### config.mk
export PLATFORM = sky130hd
export DESIGN_NAME = branch_resolution_unit
export DESIGN_NICKNAME = d
export VERILOG_FILES = /design/src/rtl/bru_pkg.sv /design/src/rtl/branch_comparator.sv /design/src/rtl/branch_resolution_unit.sv
export SDC_FILE = /design/constraint.sdc
export NUM_CORES = 1
export LEC_CHECK = 0
export ABC_CLOCK_PERIOD_IN_PS = 6400
export BUFFER_PORTS_ARGS = -buffer_cell sky130_fd_sc_hd__buf_2
export CORE_MARGIN = 5
export CORE_UTILIZATION = 45
export CTS_CLUSTER_DIAMETER = 30
export DETAILED_ROUTE_END_ITERATION = 8
export MAX_ROUTING_LAYER = met4
export PLACE_DENSITY_LB_ADDON = 0.25
export SYNTH_ARGS = -nofsm -noshare
export SYNTH_HDL_FRONTEND = slang
export SYNTH_SLANG_ARGS = --single-unit
### constraint.sdc
create_clock -name clk -period 6.4 [get_ports clk]
set_clock_uncertainty 0.15 [all_clocks]
set_input_delay 0.64 -clock clk [delete_from_list [all_inputs] [get_ports clk]]
set_output_delay 0.64 -clock clk [all_outputs]
set_load 0.005 [all_outputs]
### src/rtl/bru_pkg.sv
// Shared constants and types for the execute-stage branch resolution unit.
package bru_pkg;

    // Control-flow opcodes (instruction bits [6:0])
    localparam logic [6:0] OP_BRANCH = 7'b1100011;
    localparam logic [6:0] OP_JAL    = 7'b1101111;
    localparam logic [6:0] OP_JALR   = 7'b1100111;

    // Conditional branch funct3 encodings (instruction bits [14:12])
    localparam logic [2:0] F3_BEQ  = 3'b000;
    localparam logic [2:0] F3_BNE  = 3'b001;
    localparam logic [2:0] F3_BLT  = 3'b100;
    localparam logic [2:0] F3_BGE  = 3'b101;
    localparam logic [2:0] F3_BLTU = 3'b110;
    localparam logic [2:0] F3_BGEU = 3'b111;

    // RUN resolves instructions; FLUSH squashes the wrong path after a redirect
    typedef enum logic {
        RUN   = 1'b0,
        FLUSH = 1'b1
    } bru_state_e;

endpackage

### src/rtl/branch_comparator.sv
// Conditional-branch condition evaluator: decides taken and flags funct3 codes
// that are not real branches (010/011).
module branch_comparator
    import bru_pkg::*;
#(
    parameter int unsigned DATA_WIDTH = 32
) (
    input  logic [DATA_WIDTH-1:0] rs1_i,
    input  logic [DATA_WIDTH-1:0] rs2_i,
    input  logic [2:0]            funct3_i,
    output logic                  taken_o,
    output logic                  valid_f3_o
);

    logic eq;
    logic lt_s;
    logic lt_u;

    assign eq   = (rs1_i == rs2_i);
    assign lt_s = ($signed(rs1_i) < $signed(rs2_i));
    assign lt_u = (rs1_i < rs2_i);

    // Select the condition named by funct3
    always_comb begin
        taken_o    = 1'b0;
        valid_f3_o = 1'b1;
        unique case (funct3_i)
            F3_BEQ:  taken_o = eq;
            F3_BNE:  taken_o = ~eq;
            F3_BLT:  taken_o = lt_s;
            F3_BGE:  taken_o = ~lt_s;
            F3_BLTU: taken_o = lt_u;
            F3_BGEU: taken_o = ~lt_u;
            default: valid_f3_o = 1'b0;
        endcase
    end

endmodule

### src/rtl/branch_resolution_unit.sv
// Execute-stage branch resolution: computes the real outcome of branches, JAL
// and JALR, detects mispredicts, drives the fetch redirect / IF-ID flush window,
// trains the predictor and keeps saturating performance counters.
module branch_resolution_unit
    import bru_pkg::*;
#(
    parameter int unsigned DATA_WIDTH   = 32,
    parameter int unsigned FLUSH_CYCLES = 2,
    parameter int unsigned CNT_WIDTH    = 32
) (
    input  logic                  clk,
    input  logic                  rst,
    input  logic                  valid_e,
    input  logic                  stall_e,
    input  logic [6:0]            opcode_e,
    input  logic [2:0]            funct3_e,
    input  logic [DATA_WIDTH-1:0] pc_e,
    input  logic [DATA_WIDTH-1:0] imm_e,
    input  logic [DATA_WIDTH-1:0] rs1_data_e,
    input  logic [DATA_WIDTH-1:0] rs2_data_e,
    input  logic                  pred_taken_e,
    input  logic [DATA_WIDTH-1:0] pred_target_e,
    output logic                  redirect,
    output logic [DATA_WIDTH-1:0] redirect_pc,
    output logic                  flush_fd,
    output logic                  upd_valid,
    output logic [DATA_WIDTH-1:0] upd_pc,
    output logic                  upd_taken,
    output logic [DATA_WIDTH-1:0] upd_target,
    output logic                  upd_is_jump,
    output logic [CNT_WIDTH-1:0]  branch_count,
    output logic [CNT_WIDTH-1:0]  mispredict_count
);

    localparam logic [3:0] FlushLoad = 4'(FLUSH_CYCLES - 1);
    localparam logic [DATA_WIDTH-1:0] ClearLsb = {{(DATA_WIDTH-1){1'b1}}, 1'b0};

    bru_state_e state_q;
    logic [3:0] flush_cnt_q;
    logic       flush_q;

    logic                  redirect_q;
    logic [DATA_WIDTH-1:0] redirect_pc_q;
    logic                  upd_valid_q;
    logic [DATA_WIDTH-1:0] upd_pc_q;
    logic                  upd_taken_q;
    logic [DATA_WIDTH-1:0] upd_target_q;
    logic                  upd_is_jump_q;
    logic [CNT_WIDTH-1:0]  branch_count_q, branch_count_d;
    logic [CNT_WIDTH-1:0]  mispredict_count_q, mispredict_count_d;

    logic                  cmp_taken;
    logic                  cmp_valid_f3;
    logic                  is_branch;
    logic                  is_jal;
    logic                  is_jalr;
    logic                  is_cf;
    logic                  resolve;
    logic                  actual_taken;
    logic [DATA_WIDTH-1:0] actual_target;
    logic [DATA_WIDTH-1:0] correct_pc;
    logic                  mispredict;
    logic                  do_redirect;
    logic                  do_update;

    branch_comparator #(
        .DATA_WIDTH (DATA_WIDTH)
    ) u_cmp (
        .rs1_i      (rs1_data_e),
        .rs2_i      (rs2_data_e),
        .funct3_i   (funct3_e),
        .taken_o    (cmp_taken),
        .valid_f3_o (cmp_valid_f3)
    );

    // Decode, outcome, target and mispredict detection for the current instruction
    always_comb begin
        is_branch     = (opcode_e == OP_BRANCH) && cmp_valid_f3;
        is_jal        = (opcode_e == OP_JAL);
        is_jalr       = (opcode_e == OP_JALR);
        is_cf         = is_branch || is_jal || is_jalr;
        resolve       = (state_q == RUN) && valid_e && !stall_e && is_cf;
        actual_taken  = is_branch ? cmp_taken : 1'b1;
        actual_target = is_jalr ? ((rs1_data_e + imm_e) & ClearLsb) : (pc_e + imm_e);
        correct_pc    = actual_taken ? actual_target : (pc_e + DATA_WIDTH'(4));
        // A matching taken prediction still mispredicts if it points elsewhere
        mispredict    = (actual_taken != pred_taken_e) ||
                        (actual_taken && (pred_target_e != actual_target));
        do_redirect   = resolve && mispredict;
        // JALR targets are register-dependent, so the predictor is not trained on them
        do_update     = resolve && !is_jalr;
    end

    // Saturating counter next-state
    always_comb begin
        branch_count_d     = branch_count_q;
        mispredict_count_d = mispredict_count_q;
        if (resolve && (branch_count_q != '1)) begin
            branch_count_d = branch_count_q + CNT_WIDTH'(1);
        end
        if (do_redirect && (mispredict_count_q != '1)) begin
            mispredict_count_d = mispredict_count_q + CNT_WIDTH'(1);
        end
    end

    // RUN/FLUSH FSM with registered flush_fd; the down-counter ignores stall_e
    always_ff @(posedge clk or posedge rst) begin
        if (rst) begin
            state_q     <= RUN;
            flush_cnt_q <= 4'd0;
            flush_q     <= 1'b0;
        end else begin
            unique case (state_q)
                RUN: begin
                    if (do_redirect) begin
                        state_q     <= FLUSH;
                        flush_cnt_q <= FlushLoad;
                        flush_q     <= 1'b1;
                    end
                end
                FLUSH: begin
                    if (flush_cnt_q == 4'd0) begin
                        state_q <= RUN;
                        flush_q <= 1'b0;
                    end else begin
                        flush_cnt_q <= flush_cnt_q - 4'd1;
                    end
                end
                default: begin
                    state_q     <= RUN;
                    flush_cnt_q <= 4'd0;
                    flush_q     <= 1'b0;
                end
            endcase
        end
    end

    // Registered redirect, predictor training and counters (visible one cycle after resolve)
    always_ff @(posedge clk or posedge rst) begin
        if (rst) begin
            redirect_q         <= 1'b0;
            redirect_pc_q      <= '0;
            upd_valid_q        <= 1'b0;
            upd_pc_q           <= '0;
            upd_taken_q        <= 1'b0;
            upd_target_q       <= '0;
            upd_is_jump_q      <= 1'b0;
            branch_count_q     <= '0;
            mispredict_count_q <= '0;
        end else begin
            redirect_q         <= do_redirect;
            upd_valid_q        <= do_update;
            branch_count_q     <= branch_count_d;
            mispredict_count_q <= mispredict_count_d;
            if (do_redirect) begin
                redirect_pc_q <= correct_pc;
            end
            if (do_update) begin
                upd_pc_q      <= pc_e;
                upd_taken_q   <= actual_taken;
                upd_target_q  <= actual_target;
                upd_is_jump_q <= is_jal;
            end
        end
    end

    assign redirect         = redirect_q;
    assign redirect_pc      = redirect_pc_q;
    assign flush_fd         = flush_q;
    assign upd_valid        = upd_valid_q;
    assign upd_pc           = upd_pc_q;
    assign upd_taken        = upd_taken_q;
    assign upd_target       = upd_target_q;
    assign upd_is_jump      = upd_is_jump_q;
    assign branch_count     = branch_count_q;
    assign mispredict_count = mispredict_count_q;

endmodule
# Word-level counts from Yosys, hierarchy flattened
# Index checks and enable logic that the tools add are counted.
[classes]
n_addsub = 6
n_lt_le_gt_ge = 2
n_eq_ne = 16
muxes = 14
bitwise = 4
n_reduce_logical = 19
[op_table]
columns = ["operator", "count"]
rows = [
  ["32-bit by 1-bit adder with 32-bit output, second input constant", 2],
  ["32-bit adder", 2],
  ["32-bit less-than comparator", 2],
  ["32-bit two-way mux", 2],
  ["32-bit != test, second input constant", 2],
  ["32-bit by 3-bit adder with 32-bit output, second input constant", 1],
  ["32-bit == test", 1],
  ["32-bit != test", 1],
  ["7-bit == test, second input constant", 3],
  ["3-bit == test, second input constant", 4],
  ["1-bit logical AND", 9],
  ["4-bit two-way mux", 2],
  ["4-bit one-hot mux with 2 select lines", 1],
  ["1-bit two-way mux", 6],
  ["1-bit one-hot mux with 6 select lines", 1],
  ["6-bit OR reduction", 1],
  ["4-bit logical NOT", 1],
  ["2-bit != test, second input constant", 2],
  ["1-bit inverter", 4],
  ["1-bit one-hot mux with 2 select lines", 2],
  ["2-bit AND reduction", 2],
  ["4-bit by 1-bit subtractor with 4-bit output, second input constant", 1],
  ["3-bit by 1-bit == test with 1-bit output, second input constant", 1],
  ["3-bit logical NOT", 1],
  ["4 further kinds", 7],
]
[totals]
reg_bits = 170
inputBits = 175
out_inout_bits = 165
word_cells = 73

# Logic depth before layout (Yosys ltp)
[depth]
depth_word = 10
ltp_mapped = 17
ltp_nobuf = 14

# Hierarchy
# From an unflattened synthesis, not the netlist that was laid out.
[unflattened]
cells_unflattened = 1647
area_unflattened_um2 = 13690.6
[by_module_without_submodules]
columns = ["mod", "instances", "cells_per_inst", "area_each_um2", "seq_area_each_um2"]
rows = [
  ["branch_resolution_unit", 1, 1525, 12822.3, 4254.1],
  ["branch_comparator", 1, 122, 868.3, 0.0],
]

# Worst setup path after synthesis
# OpenSTA, ideal clock, no wires.
[synth_path]
path_type = "in2reg"
from = "in pc_e[0]"
to = "reg redirect_pc_q[10] (netlist: redirect_pc[10])"
setup_ns = 0.125
t_arrival_ns = 4.659
t_required_ns = 6.125
path_slack_ns = 1.466
stages = 17
n_path_buf = 3
path_cell_list = "ha_1 -> fa_1 -> a21o_1 -> a221o_1 -> a211oi_4 -> a221oi_1 -> xnor2_1 -> o2bb2ai_1 -> a2111o_1 -> nor4_1 -> nand4_1 -> or4_1 -> buf_2 -> and2_4 -> buf_6 -> buf_6 -> mux2_4"
[synth_between]
elab_chain_cells = 6
elab_cells_between_ends = 8
classes_between = "add/sub (2); eq/ne (1); mux (2); reduce/logical (3)"
[synth_rtl]
columns = ["element", "line", "source"]
rows = [
  ["start: declaration", "branch_resolution_unit.sv:17", "input logic [DATA_WIDTH-1:0] pc_e,"],
  ["32-bit adder", "branch_resolution_unit.sv:84", "actual_target = is_jalr ? ((rs1_data_e + imm_e) & ClearLsb) : (pc_e + imm_e);"],
  ["32-bit two-way mux", "branch_resolution_unit.sv:84", ""],
  ["32-bit != test", "branch_resolution_unit.sv:88", "(actual_taken && (pred_target_e != actual_target));"],
  ["1-bit logical AND", "branch_resolution_unit.sv:88", ""],
  ["1-bit logical OR", "branch_resolution_unit.sv:87", "mispredict = (actual_taken != pred_taken_e) ||"],
  ["1-bit logical AND", "branch_resolution_unit.sv:89", "do_redirect = resolve && mispredict;"],
  ["end signal: assignment", "branch_resolution_unit.sv:156", "redirect_pc_q <= correct_pc;"],
  ["end: declaration", "branch_resolution_unit.sv:43", "logic [DATA_WIDTH-1:0] redirect_pc_q;"],
]
# Parallel ways exist; a longest one is shown, timed or not.
# A chain may end at the register's enable or synchronous reset.

# Worst setup path after layout
[layout_path]
from = "in pc_e[0]"
to = "reg mispredict_count_q[1] (netlist: mispredict_count[1])"
[layout_between]
elab_chain_cells = 7
[layout_rtl]
columns = ["element", "line", "source"]
rows = [
  ["32-bit adder", "branch_resolution_unit.sv:84", ""],
  ["32-bit two-way mux", "branch_resolution_unit.sv:84", ""],
  ["32-bit != test", "branch_resolution_unit.sv:88", ""],
  ["1-bit logical AND", "branch_resolution_unit.sv:88", ""],
  ["1-bit logical OR", "branch_resolution_unit.sv:87", ""],
  ["1-bit logical AND", "branch_resolution_unit.sv:89", ""],
  ["1-bit logical AND", "branch_resolution_unit.sv:101", "if (do_redirect && (mispredict_count_q != '1)) begin"],
  ["end signal: assignment", "branch_resolution_unit.sv:154", "mispredict_count_q <= mispredict_count_d;"],
  ["end: declaration", "branch_resolution_unit.sv:50", "logic [CNT_WIDTH-1:0] mispredict_count_q, mispredict_count_d;"],
]
# Every way passes these cells.

==> impl_summary.txt <==
----------------------------------------------------
[Detailed routing]
  Detailed-route DRC error count ... 0
  Antenna viol nets, final ... 0
  DRC violation total after the first TritonRoute iteration ... 885
  Total via count after detailed routing ... 13800
  WL/cell ... 20.3 µm
  Via-per-instance ratio ... roughly 5.7
  Initial DRT Pass Iterations ... 5
  Final routed wirelength across all metal layers ... 48700 µm

[Timing]
  Pin slew with the least headroom to its limit ... between 1 and 1.5 ns
  Count of final max-slew check failures ... 0
  Setup repair after global routing missed its margin ... false
  Achievable frequency ... 189 MHz
  Setup violations, final ... 0
  PnR worst setup slack ... between 1 and 1.5 ns
  Hold Fails Final Rpt ... 0
  Ratio of final minimum period to clock period ... 82.7%
  Tmin final ... 5.29 ns
  Setup tns final ... 0 ns
  Slew HR ... 32.7%

[Global routing]
  Total grt overflow ... 0
  Global-route wire length before repair ... 73900 µm
  Initial antenna violation count ... 5
  Via count of the first global-routing pass ... 13300
  Pin count of the biggest net entering global routing ... 99
  Global router's overall resource usage ... 28.2%

[Synth]
  Cell Area, Synth ... roughly 14000 µm²
  Main combinational cell family by area after synthesis ... simple AND/OR/NAND/NOR gates
  Post-synth ARST share ... 100%
  Xor and xnor area share after synthesis ... a little under an eighth
  Synth Area in Simple Gates ... 22.5%
  Dominant register cell in the synthesized netlist ... sky130_fd_sc_hd__dfrtp_1
  Mapped Cells ... roughly 1700
  Share of synthesized area spent on multiplexers ... 4.95%
  Share of Yosys cell area claimed by the top area cell type ... 30.7%
  Number of flops mapped to enable cells by yosys ... 0
  Cells taking the most area after synthesis ... sky130_fd_sc_hd__dfrtp_1, sky130_fd_sc_hd__ha_1, sky130_fd_sc_hd__xnor2_1, sky130_fd_sc_hd__nand2_1, sky130_fd_sc_hd__a21oi_1
  Distinct cells, synth ... 77
  Count of warnings emitted by yosys ... 0
  Register bit total from synthesis ... 170
  Post-synthesis net count ... 1970
  Fraction of the mapped netlist area in adder cells ... 9.14%
  Fraction of the yosys area taken by sequential cells ... 30.7%
  Avg Inst Size Synth ... approximately 8 µm²
  Fraction of the mapped netlist area in compound gates ... 17.2%
  Leading area contributor after synthesis ... sky130_fd_sc_hd__dfrtp_1

[Worst setup path]
  Worst endpoint data arrival time ... 5.45 ns
  Worst setup slack for register-to-register paths ... 3.32 ns
  Critical Path Source Type ... primary input
  Top fanout value on the critical path ... 33
  Worst setup path endpoint ... mispredict_count[1]
  Largest stage delay, worst path ... 0.59 ns
  Cell at the slowest stage of the critical path ... sky130_fd_sc_hd__or4_1
  Element type at the critical path end ... flop
  R2R Path End ... upd_target[24]
  WS Path Type ... in -> reg
  Buffers & Inverters on Critical Path ... 2
  Crit. path cell count ... 16
  Family with the most delay on the worst path ... compound AO/OA/AOI/OAI gates
  Crit path launch ... pc_e[0]
  Source of the worst register-to-register timing path ... state_q
  Logic depth of the worst register-to-register path ... 8
  Critical path required time ... 6.55 ns
  Worst-path cell chain ... buf_2, ha_1, fa_1, a21o_1, a221o_1, a211oi_4, a221oi_1, xnor2_1, o32ai_1, a2111o_1, nor4_1, nand4_1, or4_1, buf_4, nand2_1, mux2_2

[Clocking]
  Gates resized, CTS repair ... 0
  Number of buffers inserted by hold repair at cts ... 0
  Clock buffer count from CTS ... 17
  Bufs on Longest Clock Path ... 2
  TritonCTS clock tree ... done
  Count of buffers added by post-CTS timing repair for setup ... 0
  H-tree depth reported by CTS ... 4
  Number of sinks on the clock net ... between 150 and 200
  Reg clk slew, reported paths ... about 0.060 ns
  Later-pin clock latency in the skew report ... ~0.42 ns
  Clock Tree Root ... sky130_fd_sc_hd__clkbuf_16

[Floorplanning]
  Initial Util ... a little under half
  Y dimension of the die ... about 190 µm
  Core area ... 30500 µm²
  Number of core rows ... 64
  Die Span X ... 185 µm
  Number of top-level pins ... 340
  Floorplan die area ... 34400 µm²

[Placed design]
  Pre-CTS setup slack ... 0.647 ns
  Buffers added on ports ... between 300 and 400
  Final weighted congestion of routability-driven global placement ... 0.985
  Hpwl dp ... approximately 40000 µm

[Power and ir drop]
  Highest ir drop seen on vdd ... 201 µV
  Cell area power density ... 195 nW/µm²
  Pleak ... 8.11 nW

[Cells and area]
  Nets ... ~2300
  Proportion of layout cells with a drive suffix above 1 ... between 20% and 30%
  Leading cell types in the layout, fill and taps excluded ... sky130_fd_sc_hd__buf_2, sky130_fd_sc_hd__nand2_1, sky130_fd_sc_hd__dfrtp_1, sky130_fd_sc_hd__nor2_1, sky130_fd_sc_hd__xnor2_1
  Leading cell type in the layout, fill and taps excluded ... sky130_fd_sc_hd__buf_2
  Final design utilization ... 53.8%
  Area added between synthesis and finish ... 18.5%

[Flow run]
  Number of max-cap violations ... 0

[Outcome]
  Run status ... finished, final reports clean

[Hold path]
  Worst Hold Class ... in -> async

----------------------------------------------------
[through the flow]
stage,instance area (µm²),power (mW),instances,hold WS (ns)
3_5_place_dp,15900,2.24,2365,0.308
2_1_floorplan,13800,1.83,1695,0.320
6_report,16400,3.20,2401,0.247
5_1_grt,16400,3.37,2401,0.300
3_3_place_gp,15900,2.22,2365,0.303
4_1_cts,16400,3.20,2396,0.284
[logic make-up after synthesis]
kind of cell | after synthesis
AO/OA/AOI/OAI | 376
XOR/XNOR | 179
adder cells (fa/ha/maj) | 100
buffers and inverters | 147
flip-flops | 170
multiplexers | 58
AND/OR/NAND/NOR | 665
[worst reg2reg max path, delay by kind of cell, from the launching register on]
kind,cells,cell delay (ns)
flops,1,0.46
compound gates,1,0.13
buf+inv,4,1.85
simple gates,3,0.43
[worst min path at each step]
stage | end | from | cells after the start | slack [ns]
finish | branch_count[25] | rst | 2 | 0.25
global route | upd_pc[0] | pc_e[0] | 3 | 0.30
CTS | upd_pc[0] | pc_e[0] | 3 | 0.28
detailed placement | upd_pc[16] | upd_pc[16] | 2 | 0.31
global placement | upd_pc[12] | upd_pc[12] | 2 | 0.30
floorplan | upd_pc[0] | upd_pc[0] | 2 | 0.32
[sequential cells by signal (all words and copies together) (netlist names), 4 cells and up]
signal	flops
branch_count	32
flush_cnt_q	4
mispredict_count	32
redirect_pc	32
upd_pc	32
upd_target	32
[report_power, final]
part | leakage, nW | switching [mW] | total [mW] | internal (mW)
Clock | 0.266 | 0.422 | 0.965 | 0.543
Combinational | 5.52 | 0.638 | 1.05 | 0.412
Sequential | 2.33 | 0.0405 | 1.18 | 1.14
Total | 8.11 | 1.10 | 3.20 | 2.09
[per-layer routing]
layer,vias to the layer above,routed length [µm],global-route usage (%)
met5,-,0,-
met4,0,1090,7.16
met3,55,3810,3.26
met2,537,21600,43.5
met1,6568,22200,39.8
li1,6617,-,-
[layout make-up]
class,instances,area (µm²)
Fill cell,2935,14100
Clock buffer,20,447
Inverter,68,260
Sequential cell,170,4250
Tap cell,396,495
Clock inverter,11,100
Timing Repair Buffer,353,1800
Multi-Input combinational cell,1378,9040
Antenna cell,5,12.5
[cells in the mapped netlist, drive strengths merged, types with 4 or more instances]
library cell  instances
a2111o                4
nor4                 12
nand3b                4
a2111oi               4
o2111ai               6
o31ai                 8
a211oi               10
ha                   98
o21ai               105
nand2b               25
nor3b                 8
mux2i                19
nand2               275
inv                  68
a211o                 6
xnor2               121
o21a                  8
nand4                57
and2                 11
a21oi               115
mux2                 39
a21o                 21
and3                 30
clkbuf               60
or3                   5
nor2                122
o211ai               17
nor3                 31
o31a                  4
buf                  19
o221ai                4
xor2                 58
or4                   8
dfrtp               170
nand3                63
o22ai                 4
a221oi                9
a31oi                21
No activity file was read; power rests on OpenSTA's default activity.
